==> src/rtl/reg_seq_pkg.sv <==
// Shared opcode encodings and pulse-vector helpers for the register sequencer
// and any bench that models the driven register.
package reg_seq_pkg;

    typedef enum logic [2:0] {
        OP_NOP  = 3'd0,
        OP_CLR  = 3'd1,
        OP_LOAD = 3'd2,
        OP_INC  = 3'd3,
        OP_DEC  = 3'd4,
        OP_SHR  = 3'd5,
        OP_SHL  = 3'd6,
        OP_RSVD = 3'd7
    } op_e;

    // Pulse vector bit order is {cl, ld, inc, dec, sr, sl}
    localparam int PULSE_SR = 1;
    localparam int PULSE_SL = 0;

    function automatic logic [5:0] op_pulse(input op_e op);
        logic [5:0] vec;
        vec = '0;
        case (op)
            OP_CLR:  vec = 6'b100000;
            OP_LOAD: vec = 6'b010000;
            OP_INC:  vec = 6'b001000;
            OP_DEC:  vec = 6'b000100;
            OP_SHR:  vec = 6'b000010;
            OP_SHL:  vec = 6'b000001;
            default: vec = '0;
        endcase
        return vec;
    endfunction

    function automatic logic is_repeat_op(input op_e op);
        return (op == OP_INC) || (op == OP_DEC) || (op == OP_SHR) || (op == OP_SHL);
    endfunction

endpackage

==> src/rtl/reg_sequencer.sv <==
// Command sequencer that turns CLR/LOAD/INC/DEC/SHR/SHL commands into registered
// control pulses for a downstream shift/count register.
module reg_sequencer
    import reg_seq_pkg::*;
#(
    parameter int DATA_WIDTH = 16,
    parameter int AMT_WIDTH  = 4
) (
    input  logic                  clk,
    input  logic                  rst_n,
    input  logic                  cmd_valid,
    output logic                  cmd_ready,
    input  logic [2:0]            cmd_op,
    input  logic [AMT_WIDTH-1:0]  cmd_amt,
    input  logic [DATA_WIDTH-1:0] cmd_data,
    input  logic                  cmd_fill,
    output logic                  cl,
    output logic                  ld,
    output logic                  inc,
    output logic                  dec,
    output logic                  sr,
    output logic                  sl,
    output logic                  ir,
    output logic                  il,
    output logic [DATA_WIDTH-1:0] data_out,
    output logic                  busy,
    output logic                  done
);

    typedef enum logic {
        IDLE = 1'b0,
        EXEC = 1'b1
    } state_e;

    localparam logic [AMT_WIDTH-1:0] CNT_ONE = AMT_WIDTH'(1);
    localparam logic [AMT_WIDTH-1:0] CNT_TWO = AMT_WIDTH'(2);

    state_e                  state_q, state_d;
    logic [AMT_WIDTH-1:0]    cnt_q, cnt_d;
    op_e                     op_q, op_d;
    logic                    fill_q, fill_d;
    logic [DATA_WIDTH-1:0]   data_q, data_d;
    logic [5:0]              pulse_q, pulse_d;
    logic                    ir_q, ir_d;
    logic                    il_q, il_d;
    logic                    done_q, done_d;

    always_ff @(posedge clk or negedge rst_n) begin
        if (!rst_n) begin
            state_q <= IDLE;
            cnt_q   <= '0;
            op_q    <= OP_NOP;
            fill_q  <= 1'b0;
            data_q  <= '0;
            pulse_q <= '0;
            ir_q    <= 1'b0;
            il_q    <= 1'b0;
            done_q  <= 1'b0;
        end else begin
            state_q <= state_d;
            cnt_q   <= cnt_d;
            op_q    <= op_d;
            fill_q  <= fill_d;
            data_q  <= data_d;
            pulse_q <= pulse_d;
            ir_q    <= ir_d;
            il_q    <= il_d;
            done_q  <= done_d;
        end
    end

    // cnt_q holds the EXEC cycles left including the current one, so every
    // output for cycle k+1 is decided at the accepting edge and stays registered.
    always_comb begin
        state_d = state_q;
        cnt_d   = cnt_q;
        op_d    = op_q;
        fill_d  = fill_q;
        data_d  = data_q;
        pulse_d = '0;
        done_d  = 1'b0;

        case (state_q)
            IDLE: begin
                if (cmd_valid) begin
                    op_d    = op_e'(cmd_op);
                    fill_d  = cmd_fill;
                    data_d  = cmd_data;
                    state_d = EXEC;
                    if (is_repeat_op(op_d) && (cmd_amt != '0)) begin
                        cnt_d   = cmd_amt;
                        pulse_d = op_pulse(op_d);
                    end else begin
                        cnt_d = CNT_ONE;
                        if (!is_repeat_op(op_d)) begin
                            pulse_d = op_pulse(op_d);
                        end
                    end
                    done_d = (cnt_d == CNT_ONE);
                end
            end
            EXEC: begin
                if (cnt_q == CNT_ONE) begin
                    state_d = IDLE;
                    cnt_d   = '0;
                end else begin
                    cnt_d   = cnt_q - CNT_ONE;
                    pulse_d = op_pulse(op_q);
                    done_d  = (cnt_q == CNT_TWO);
                end
            end
            default: state_d = IDLE;
        endcase

        ir_d = pulse_d[PULSE_SR] & fill_d;
        il_d = pulse_d[PULSE_SL] & fill_d;
    end

    assign cmd_ready = (state_q == IDLE);
    assign busy      = (state_q == EXEC);
    assign {cl, ld, inc, dec, sr, sl} = pulse_q;
    assign ir        = ir_q;
    assign il        = il_q;
    assign done      = done_q;
    assign data_out  = data_q;

endmodule

==> config.mk <==
export PLATFORM = sky130hd
export DESIGN_NAME = reg_sequencer
export DESIGN_NICKNAME = d
export VERILOG_FILES = /design/src/rtl/reg_seq_pkg.sv /design/src/rtl/reg_sequencer.sv
export SDC_FILE = /design/constraint.sdc
export NUM_CORES = 1
export LEC_CHECK = 0
export BUFFER_PORTS_ARGS = -buffer_cell sky130_fd_sc_hd__buf_4
export CORE_UTILIZATION = 52
export DETAILED_ROUTE_END_ITERATION = 6
export PLACE_DENSITY_LB_ADDON = 0.08
export SLEW_MARGIN = 20
export SYNTH_ARGS = -nofsm -noshare
export SYNTH_HDL_FRONTEND = slang
export SYNTH_SLANG_ARGS = --single-unit
==> constraint.sdc <==
create_clock -name clk -period 2.85 [get_ports clk]
set_clock_uncertainty 0.05 [all_clocks]
set_input_delay 0.285 -clock clk [delete_from_list [all_inputs] [get_ports clk]]
set_output_delay 0.285 -clock clk [all_outputs]
set_load 0.005 [all_outputs]
==> metrics.csv <==
stage,metric,value,unit
synthesis,area_leader_netlist,sky130_fd_sc_hd__dfrtp_1,
timing,min_period_over_period,0.6460,
synthesis,synth.yosys.seq_area_share,0.5624,
synthesis,yosysTopAreaCellShare,0.5624,
synthesis,synth_cell_count_leaders,"59 x sky130_fd_sc_hd__nand2_1, 34 x sky130_fd_sc_hd__dfrtp_1, 9 x sky130_fd_sc_hd__nor2_1, 6 x sky130_fd_sc_hd__a21oi_1, 5 x sky130_fd_sc_hd__inv_1",
timing,finalHoldViolations,0,
timing,rsz0062_at_grt,false,
worst_setup_path,r2r_end,cnt_q[2],
timing,max_slew.worst_pin.slew,0.5403,ns
worst_hold_path,min_path_type,primary input to register,
clocking,max-clock-path-buffers,2,
finish,fillCellCount,212,
global_route,global_route.overflow_total,0,
placed_design,gp_congestion,0.8902,
global_route,grt.met1_usage,0.2846,
synthesis,netlist-cell-type-count,35,
die,dieHeight,55.94,um
clocking,maximum_level_of_the_cts_h_tree,2,
worst_setup_path,timing.rr.start,busy,
global_route,met2_usage,0.3408,
synthesis,post_synth_main_area_contributors,"sky130_fd_sc_hd__dfrtp_1 56%, sky130_fd_sc_hd__nand2_1 15%, sky130_fd_sc_hd__ha_1 2.5%",
worst_setup_path,crit_path_max_incr_delay,0.66,ns
finish,antennaDiodeCount,0,
routing,total_via_count_in_the_routed_design,1326,
routing,dr.first_iter.drc_count,68,
worst_setup_path,worstPathRequired,3.07,ns
die,ioPinCount,54,
global_route,antenna_found_initial,0,
worst_setup_path,worstSetupStartpointType,register,
placed_design,hpwlAfterDp,2325,um
power,power_per_cell_area,970.0,nW/um2
timing,fmax,543.2,MHz
worst_hold_path,holdCritStartpoint,cmd_data[2],
synthesis,synth_most_common_cell,sky130_fd_sc_hd__nand2_1,
clocking,worstSkewPairLatency,0.34,ns
die,initial_core_util,0.5485,
power,worst_ir_drop_on_vdd,716.9,uV
synthesis,syn_nets,187,
routing,wirelength,3317,um
worst_hold_path,min_delay_path_depth,3,
worst_setup_path,cell_class_contributing_the_biggest_share_of_worst_path_delay,flip-flops,
global_route,global_route.peak_usage_layer,met2,
worst_setup_path,critical_path.endpoint_type,register,
worst_setup_path,worst_ep_arrival_time,2.06,ns
timing,final-setup-viol-count,0,
synthesis,synth_area,1513,um2
die,die_area,3129,um2
clocking,cts_root_buffer,sky130_fd_sc_hd__clkbuf_4,
global_route,grtUsageTotal,0.2246,
power,design_power_total,1.937,mW
clocking,cts_sinks,34,
global_route,grtUsageMet3,0.08372,
die,core.rowCount,19,
worst_setup_path,crit_path_top_delay_cell,sky130_fd_sc_hd__dfrtp_1,
worst_setup_path,timing.reg2reg.worst_path_depth,4,
timing,report.final.slew_viol_count,0,
routing,detail_route.first_pass.iterations,4,
finish,numnets_final,243,
status,status,finished clean,
routing,drc,0,
worst_setup_path,worst_path_maximum_fanout,14,
finish,final_layout_size_suffix_gt1_frac,0.3271,
clocking,postcts_setup_bufs,0,
worst_setup_path,ff2ff_setup_slack,1.01,ns
finish,area_growth,32.01,%
synthesis,postSynthAreaPerCell,9.635,um2
synthesis,synth-edff-count,0,
routing,post_drt_wl_per_cell,13.54,um
synthesis,ys_dominant_reg_cell,sky130_fd_sc_hd__dfrtp_1,
die,die_width,55.94,um
timing,setup_tns,0,ns
clocking,tritoncts_clock_tree,built,
synthesis,synth-seq-cells,34,
worst_setup_path,worst-setup-path-type,register to register,
global_route,grt_start_max_net_pins,35,
worst_setup_path,critical_path.cell_chain,"nand2b_1, buf_4, o221ai_1, a21oi_1",
worst_setup_path,wp_buf_inv,1,
timing,fin_crit,1.841,ns
placed_design,port_buffers,53,
synthesis,yosysWarningCount,0,
clocking,clk_transition_reported_paths,0.10,ns
power,leakage,1.065,nW
worst_hold_path,worstHoldEndpoint,data_out[2],
routing,viasPerCell,5.412,
synthesis,netlist_instances,157,
clocking,cts_buffers,5,
routing,postRouteAntennaNets,0,
flow_run,max-cap-violations,0,
synthesis,ys_async_sr_fraction,1.000,
global_route,grt_first_pass_wirelength,5326,um
timing,timing.max_slew.rel_slack,0.6390,
die,design.core.area,2758,um2
global_route,first_global_vias,1221,
per-layer routing:
metal	routed length, um	up-vias	share of wire
met4	59	0	0.018
met2	1543	61	0.47
met3	223	8	0.067
li1	-	632	-
met1	1491	625	0.45
met5	0	-	0
area by class of cell:
type / count / area, um2 / share of cell area
flip-flops and latches: 34 / 850.8 / 0.4261
multi-input cells: 111 / 609.3 / 0.3051
repair buffers: 55 / 415.4 / 0.2080
clock buffers: 7 / 55.05 / 0.02757
well taps: 31 / 38.79 / 0.01942
inverters: 6 / 22.52 / 0.01128
clock inverters: 1 / 5.005 / 0.002506
flip-flops by register name, indices dropped and copies added (netlist names):
| register | count |
|---|---|
| op_q | 3 |
| cnt_q | 4 |
| pulse_q | 6 |
| fill_q | 1 |
| data_out | 16 |
| il | 1 |
| busy | 1 |
| ir | 1 |
| done | 1 |
stage by stage:
step / util / setup WS (ns) / cell area (um2) / hold slack [ns] / instances
after detailed placement: 0.6987 / 1.059 / 1927 / 0.1985 / 236
after global placement: 0.6987 / 1.142 / 1927 / 0.1953 / 236
final: 0.7241 / 1.009 / 1997 / 0.07829 / 245
after global routing: 0.7241 / 0.8680 / 1997 / 0.05196 / 245
after floorplan: - / 1.479 / 1513 / -0.06059 / 157
after CTS: 0.7241 / 1.023 / 1997 / 0.05936 / 245
tightest hold or removal path: cells and delay by family:
kind,cells,cell delay [ns]
buffers and inverters,1,0.07
AND/OR/NAND/NOR,2,0.08
logic make-up (layout without fill, tap and decap cells):
logic type      after synthesis  count (layout)  synth area share
xor+xnor                      1               1           0.01076
simple gates                 85              85            0.2548
flops                        34              34            0.5625
fa+ha+maj                     3               3           0.02482
buf+inv                      12              69           0.03474
mux                           1               1          0.006617
compound gates               21              21            0.1059
worst max path at each step:
stage | startpoint | end | cells past startpoint
after detailed placement | busy | cnt_q[2] | 4
after global placement | busy | il | 4
after CTS | busy | cnt_q[2] | 4
final | busy | cnt_q[2] | 4
after global routing | busy | cnt_q[2] | 4
after floorplan | cnt_q[0] | pulse_q[5] | 4
repair_timing:
item	CTS	global route
hold buffers	1	0
hold endpoints to repair	34	0
gates resized for setup	0	0
cells in the final DEF (no fill, tap or decap), types with 3 or more instances in the layout:
cell                       count
sky130_fd_sc_hd__buf_4        54
sky130_fd_sc_hd__a21oi_1       6
sky130_fd_sc_hd__dfrtp_1      34
sky130_fd_sc_hd__inv_1         5
sky130_fd_sc_hd__nor2_1        9
sky130_fd_sc_hd__nor3_1        3
sky130_fd_sc_hd__nand2_1      59
sky130_fd_sc_hd__clkbuf_4      5
sky130_fd_sc_hd__ha_1          3
where the power goes:
group          internal, mW  total (mW)  leakage [nW]  switching, mW
sequential            0.695       0.851         0.427          0.156
combinational         0.419       0.806         0.603          0.387
clock                 0.119       0.280        0.0353          0.160
total                  1.23        1.94          1.06          0.704
No activity file was read; power rests on OpenSTA's default activity.
